## src/rtl/fnd_digit_scanner_if.sv

```systemverilog
// Scan-control bundle between the FND digit scanner and its consumer:
// run request in, digit select / blank / frame tick out.
interface fnd_digit_scanner_if;
  logic       i_Run;
  logic [1:0] o_DigitSelect;
  logic       o_Blank;
  logic       o_FrameTick;

  modport master (
    output i_Run,
    input  o_DigitSelect,
    input  o_Blank,
    input  o_FrameTick
  );

  modport slave (
    input  i_Run,
    output o_DigitSelect,
    output o_Blank,
    output o_FrameTick
  );
endinterface

```

## src/rtl/fnd_digit_scanner.sv

```systemverilog
// Time-multiplexing scan controller for a 4-digit FND: digit select, blanking, frame tick.
// Define FND_DIGIT_GAP_EN to insert a BLANK_CYCLES blanking gap after every digit slot.
module fnd_digit_scanner #(
  parameter int DIV_COUNT    = 100000,
  parameter int BLANK_CYCLES = 1000
) (
  input  logic                 i_clk,
  input  logic                 i_reset,
  fnd_digit_scanner_if.slave   bus
);

  localparam int CNT_W = (DIV_COUNT > 2) ? $clog2(DIV_COUNT) : 1;
  localparam logic [CNT_W-1:0] CNT_LAST = CNT_W'(DIV_COUNT - 1);

  generate
    if (DIV_COUNT < 2 || BLANK_CYCLES < 1) begin : g_bad_param
      $error("fnd_digit_scanner: DIV_COUNT must be >= 2 and BLANK_CYCLES >= 1");
    end
  endgenerate

`ifdef FND_DIGIT_GAP_EN
  typedef enum logic [1:0] {S_IDLE, S_SHOW, S_GAP} state_t;
  localparam int GAP_W = (BLANK_CYCLES > 2) ? $clog2(BLANK_CYCLES) : 1;
  localparam logic [GAP_W-1:0] GAP_LAST = GAP_W'(BLANK_CYCLES - 1);
  logic [GAP_W-1:0] gap_q, gap_d;
`else
  typedef enum logic [1:0] {S_IDLE, S_SHOW} state_t;
`endif

  state_t           state_q, state_d;
  logic [CNT_W-1:0] cnt_q, cnt_d;
  logic [1:0]       digit_q, digit_d;
  logic             blank_q, blank_d;
  logic             tick_q, tick_d;

  always_ff @(posedge i_clk or posedge i_reset) begin
    if (i_reset) begin
      state_q <= S_IDLE;
      cnt_q   <= '0;
      digit_q <= 2'd0;
      blank_q <= 1'b1;
      tick_q  <= 1'b0;
`ifdef FND_DIGIT_GAP_EN
      gap_q   <= '0;
`endif
    end else begin
      state_q <= state_d;
      cnt_q   <= cnt_d;
      digit_q <= digit_d;
      blank_q <= blank_d;
      tick_q  <= tick_d;
`ifdef FND_DIGIT_GAP_EN
      gap_q   <= gap_d;
`endif
    end
  end

  // Pause is evaluated before slot expiry so a dropped run never advances the digit.
  always_comb begin
    state_d = state_q;
    cnt_d   = cnt_q;
    digit_d = digit_q;
    blank_d = blank_q;
    tick_d  = 1'b0;
`ifdef FND_DIGIT_GAP_EN
    gap_d   = gap_q;
`endif

    if (!bus.i_Run) begin
      state_d = S_IDLE;
      cnt_d   = '0;
      blank_d = 1'b1;
`ifdef FND_DIGIT_GAP_EN
      gap_d   = '0;
`endif
    end else begin
      case (state_q)
        S_IDLE: begin
          state_d = S_SHOW;
          cnt_d   = '0;
          blank_d = 1'b0;
        end
        S_SHOW: begin
          blank_d = 1'b0;
          if (cnt_q == CNT_LAST) begin
            cnt_d   = '0;
            digit_d = digit_q + 2'd1;
            tick_d  = (digit_q == 2'd3);
`ifdef FND_DIGIT_GAP_EN
            state_d = S_GAP;
            blank_d = 1'b1;
            gap_d   = '0;
`endif
          end else begin
            cnt_d = cnt_q + CNT_W'(1);
          end
        end
`ifdef FND_DIGIT_GAP_EN
        S_GAP: begin
          blank_d = 1'b1;
          if (gap_q == GAP_LAST) begin
            state_d = S_SHOW;
            blank_d = 1'b0;
            gap_d   = '0;
            cnt_d   = '0;
          end else begin
            gap_d = gap_q + GAP_W'(1);
          end
        end
`endif
        default: begin
          state_d = S_IDLE;
          cnt_d   = '0;
          blank_d = 1'b1;
        end
      endcase
    end
  end

  assign bus.o_DigitSelect = digit_q;
  assign bus.o_Blank       = blank_q;
  assign bus.o_FrameTick   = tick_q;

endmodule

```

## src/flat_wrapper.sv

```systemverilog
// flat-port wrapper written by rule: the top's interface ports become plain ports
module fnd_digit_scanner_flat 
#(
  parameter int DIV_COUNT    = 100000,
  parameter int BLANK_CYCLES = 1000
)
  (i_clk, i_reset, bus_i_Run, bus_o_DigitSelect, bus_o_Blank, bus_o_FrameTick);
  fnd_digit_scanner_if bus_i ();
  input  logic i_clk;
  input  logic i_reset;
  input wire logic [$bits(bus_i.i_Run)-1:0] bus_i_Run;
  output wire logic [$bits(bus_i.o_DigitSelect)-1:0] bus_o_DigitSelect;
  output wire logic [$bits(bus_i.o_Blank)-1:0] bus_o_Blank;
  output wire logic [$bits(bus_i.o_FrameTick)-1:0] bus_o_FrameTick;
  assign bus_i.i_Run = bus_i_Run;
  assign bus_o_DigitSelect = bus_i.o_DigitSelect;
  assign bus_o_Blank = bus_i.o_Blank;
  assign bus_o_FrameTick = bus_i.o_FrameTick;
  fnd_digit_scanner #(.DIV_COUNT(DIV_COUNT), .BLANK_CYCLES(BLANK_CYCLES)) u_core (.i_clk(i_clk), .i_reset(i_reset), .bus(bus_i));
endmodule
```

## config.mk

```make
export PLATFORM = sky130hd
export DESIGN_NAME = fnd_digit_scanner_flat
export DESIGN_NICKNAME = d
export VERILOG_FILES = /design/src/rtl/fnd_digit_scanner_if.sv /design/src/rtl/fnd_digit_scanner.sv /design/src/flat_wrapper.sv
export SDC_FILE = /design/constraint.sdc
export NUM_CORES = 1
export LEC_CHECK = 0
export ABC_AREA = 1
export CAP_MARGIN = 15
export CORE_ASPECT_RATIO = 1.5
export CORE_MARGIN = 3
export CORE_UTILIZATION = 40
export CTS_BUF_LIST = sky130_fd_sc_hd__clkbuf_8
export DETAILED_ROUTE_END_ITERATION = 12
export SLEW_MARGIN = 10
export SYNTH_ARGS = -nofsm -noshare
export SYNTH_HDL_FRONTEND = slang
export SYNTH_SLANG_ARGS = --single-unit
```

## constraint.sdc

```tcl
create_clock -name i_clk -period 3.7 [get_ports i_clk]
set_input_delay 0.555 -clock i_clk [delete_from_list [all_inputs] [get_ports i_clk]]
set_output_delay 0.555 -clock i_clk [all_outputs]
set_load 0.02 [all_outputs]
```

==> results.tsv <==
metric	value	unit
Rows	24	
WHS	0.491	ns
core footprint	2910	um2
WL final	2.64	mm
largest cells by area after synthesis	dfrtp_1, nor2_1, nand2_1	
Die Area	3770	um2
Post-synth top cells	nor2_1, nand2_1, inv_1	
via count	1125	
HP Class	reg -> reg	
post-layout util	46.8	%
Yosys Warn Count	0	
Clock Latency Late Sink	0.25	ns
ANT cells	0	
sw frac	21.1	%
die height	73.7	um
PortBufs	6	
CP Class	reg -> out	
Hold-fix buffers, CTS	0	
Internal Power	0.321	mW
NetSw	0.0861	mW
CP bufs+invs	1	
fill cell total of the finished layout	304	
worst r2r src	u_core.cnt_q[0]$_DFF_PP0_	
Mapped Nets	177	
CP max stage delay	0.59	ns
Post-synth ARST share	100	%
Comb pwr share	3.8	%
PwrDens	299	nW/um2
Final WS setup	1.78	ns
Final Skew	0.00523	ns
Inserted Clock Buffers	3	
Period minus WS final	1.92	ns
GR Util All Layers	16.2	%
EDFF count, synth	0	
Final Hold Fails	0	
Synth cell types	18	
CTS Sinks	22	
First DRT Iteration DRCs	30	
Vias/cell	5.14	
Final Setup Violations	0	
TNS Setup	0	ns
# resized after CTS	0	
Worst Path Required	3.14	ns
Leak	0.615	nW
CP cell instances	clkdlybuf4s50_1	
worst-case clock buffer depth	2	
area leader, netlist	dfrtp_1	
global-route wire length before repair	4.62	mm
largest net degree at the start of global routing	23	
RSZ-0062 raised after global routing	false	
VDD IR-drop max	320	uV
total grt overflow	0	
dpl hpwl	2.07	mm
Initial DRT Pass Iterations	4	
Syn Area/Cell	7.11	um2
pre-CTS setup slack	1.90	ns
initial antenna violation count	0	
I/O pin cnt	7	
post-synthesis sequential area ratio	45.1	%
clock power share	36.2	%
slowest library cell on the worst path	clkdlybuf4s50_1	
Root Driver	clkbuf_8	
gp weighted congestion	0.908	
Sequential Power Share	60.0	%
Mapped Area	1220	um2
area grow syn2layout	11.3	%
Post-Synthesis Cells	172	
fin nets	186	
Tcrit/Tclk final	51.9	%
CP max FO	1	
Max-slew headroom	45.5	%
most common cell in the synthesized netlist	nor2_1	
layout cells sized above 1	4.44	%
Yosys reg bits	22	
crit start category	register	
ys flop type	dfrtp_1	
routed length per instance	12.0	um
CP endpoint kind	output port	
Remaining DRCs	0	
Peak Freq	0.521	GHz
Slew @ Worst Pin	0.817	ns
htree depth	1	
hold path start	u_core.cnt_q[0]$_DFF_PP0_	
Final Max Tran Viols	0	
Initial Utilization	42.0	%
outcome	complete, no violations	
launch point of the worst path	u_core.bus.o_Blank$_DFF_PP1_	
clock-pin slew on the worst setup and hold paths	0.08	ns
postcts setup bufs	0	
max-cap check violation count	0	
Die X	51.2	um
crit-path leading delay family	buffers and inverters	
DRT antenna net count	0	
Worst EP arrival	1.36	ns
Yosys top cell area share	42.9	%
CTS tree	done	
vias in the first global route	1067	
cell type report:
type	instances	area, um2	area share, %
multi-input combinational	124	567	41.6
sequential	22	552	40.5
inverter	24	90.1	6.61
timing repair buffer	6	60.1	4.41
tap	39	48.8	3.58
clock buffer	3	41.3	3.03
clock inverter	1	3.75	0.275
power by group through the flow:
stage | logic, mW | clock network [mW] | registers (mW)
after floorplan | 0.0102 | 0 | 0.250
after global placement | 0.0157 | 0 | 0.249
after detailed placement | 0.0159 | 0 | 0.249
after CTS | 0.0160 | 0.150 | 0.244
after global routing | 0.0176 | 0.159 | 0.245
final | 0.0154 | 0.147 | 0.244
logic make-up after synthesis:
family / after synthesis / share of synthesized area, %
fa+ha+maj: 2 / 2.04
flops: 22 / 45.1
buf+inv: 26 / 8.59
simple gates: 114 / 39.6
compound gates: 6 / 3.27
xor+xnor: 2 / 1.43
registers in the layout (all words and copies together) (netlist names):
| name | count |
|---|---|
| u_core.cnt_q | 17 |
| u_core.bus.o_DigitSelect | 2 |
| u_core.bus.o_Blank | 1 |
| u_core.bus.o_FrameTick | 1 |
| u_core.state_q | 1 |
routing by layer:
metal | global-route usage (%) | vias up | wire length, um
li1 | - | 552 | -
met1 | 18.7 | 520 | 1110
met2 | 27.4 | 37 | 1290
met3 | 2.64 | 16 | 87
met4 | 10.2 | 0 | 146
met5 | 0 | - | 0
stage by stage:
step                std cells  area, um2  total power, mW
finish                    219       1360            0.407
global route              219       1360            0.422
CTS                       219       1360            0.410
detailed placement        215       1320            0.265
global placement          215       1320            0.265
floorplan                 172       1220            0.260
layout by cell type, fill, tap and decap left out, drive strengths merged:
cell,n
clkbuf,3
ha,2
nand4,4
clkdlybuf4s50,6
a21oi,2
dfstp,1
dfrtp,21
and2,1
xor2,2
o21bai,4
nand2,41
nand3,18
nor2,43
inv,25
nor3,7
final timing paths:
path / end / slack, ns / cells past startpoint
setup / recovery: bus_o_Blank / 1.78 / 1
hold / removal: u_core.cnt_q[0]$_DFF_PP0_ / 0.49 / 1
setup reg to reg: u_core.cnt_q[13]$_DFF_PP0_ / 2.13 / 6
hold reg to reg: u_core.cnt_q[0]$_DFF_PP0_ / 0.49 / 1
max in group asynchronous: u_core.cnt_q[16]$_DFF_PP0_ / 2.44 / 2
min in group asynchronous: u_core.cnt_q[0]$_DFF_PP0_ / 0.75 / 2
(Power assumes the default switching activity.)
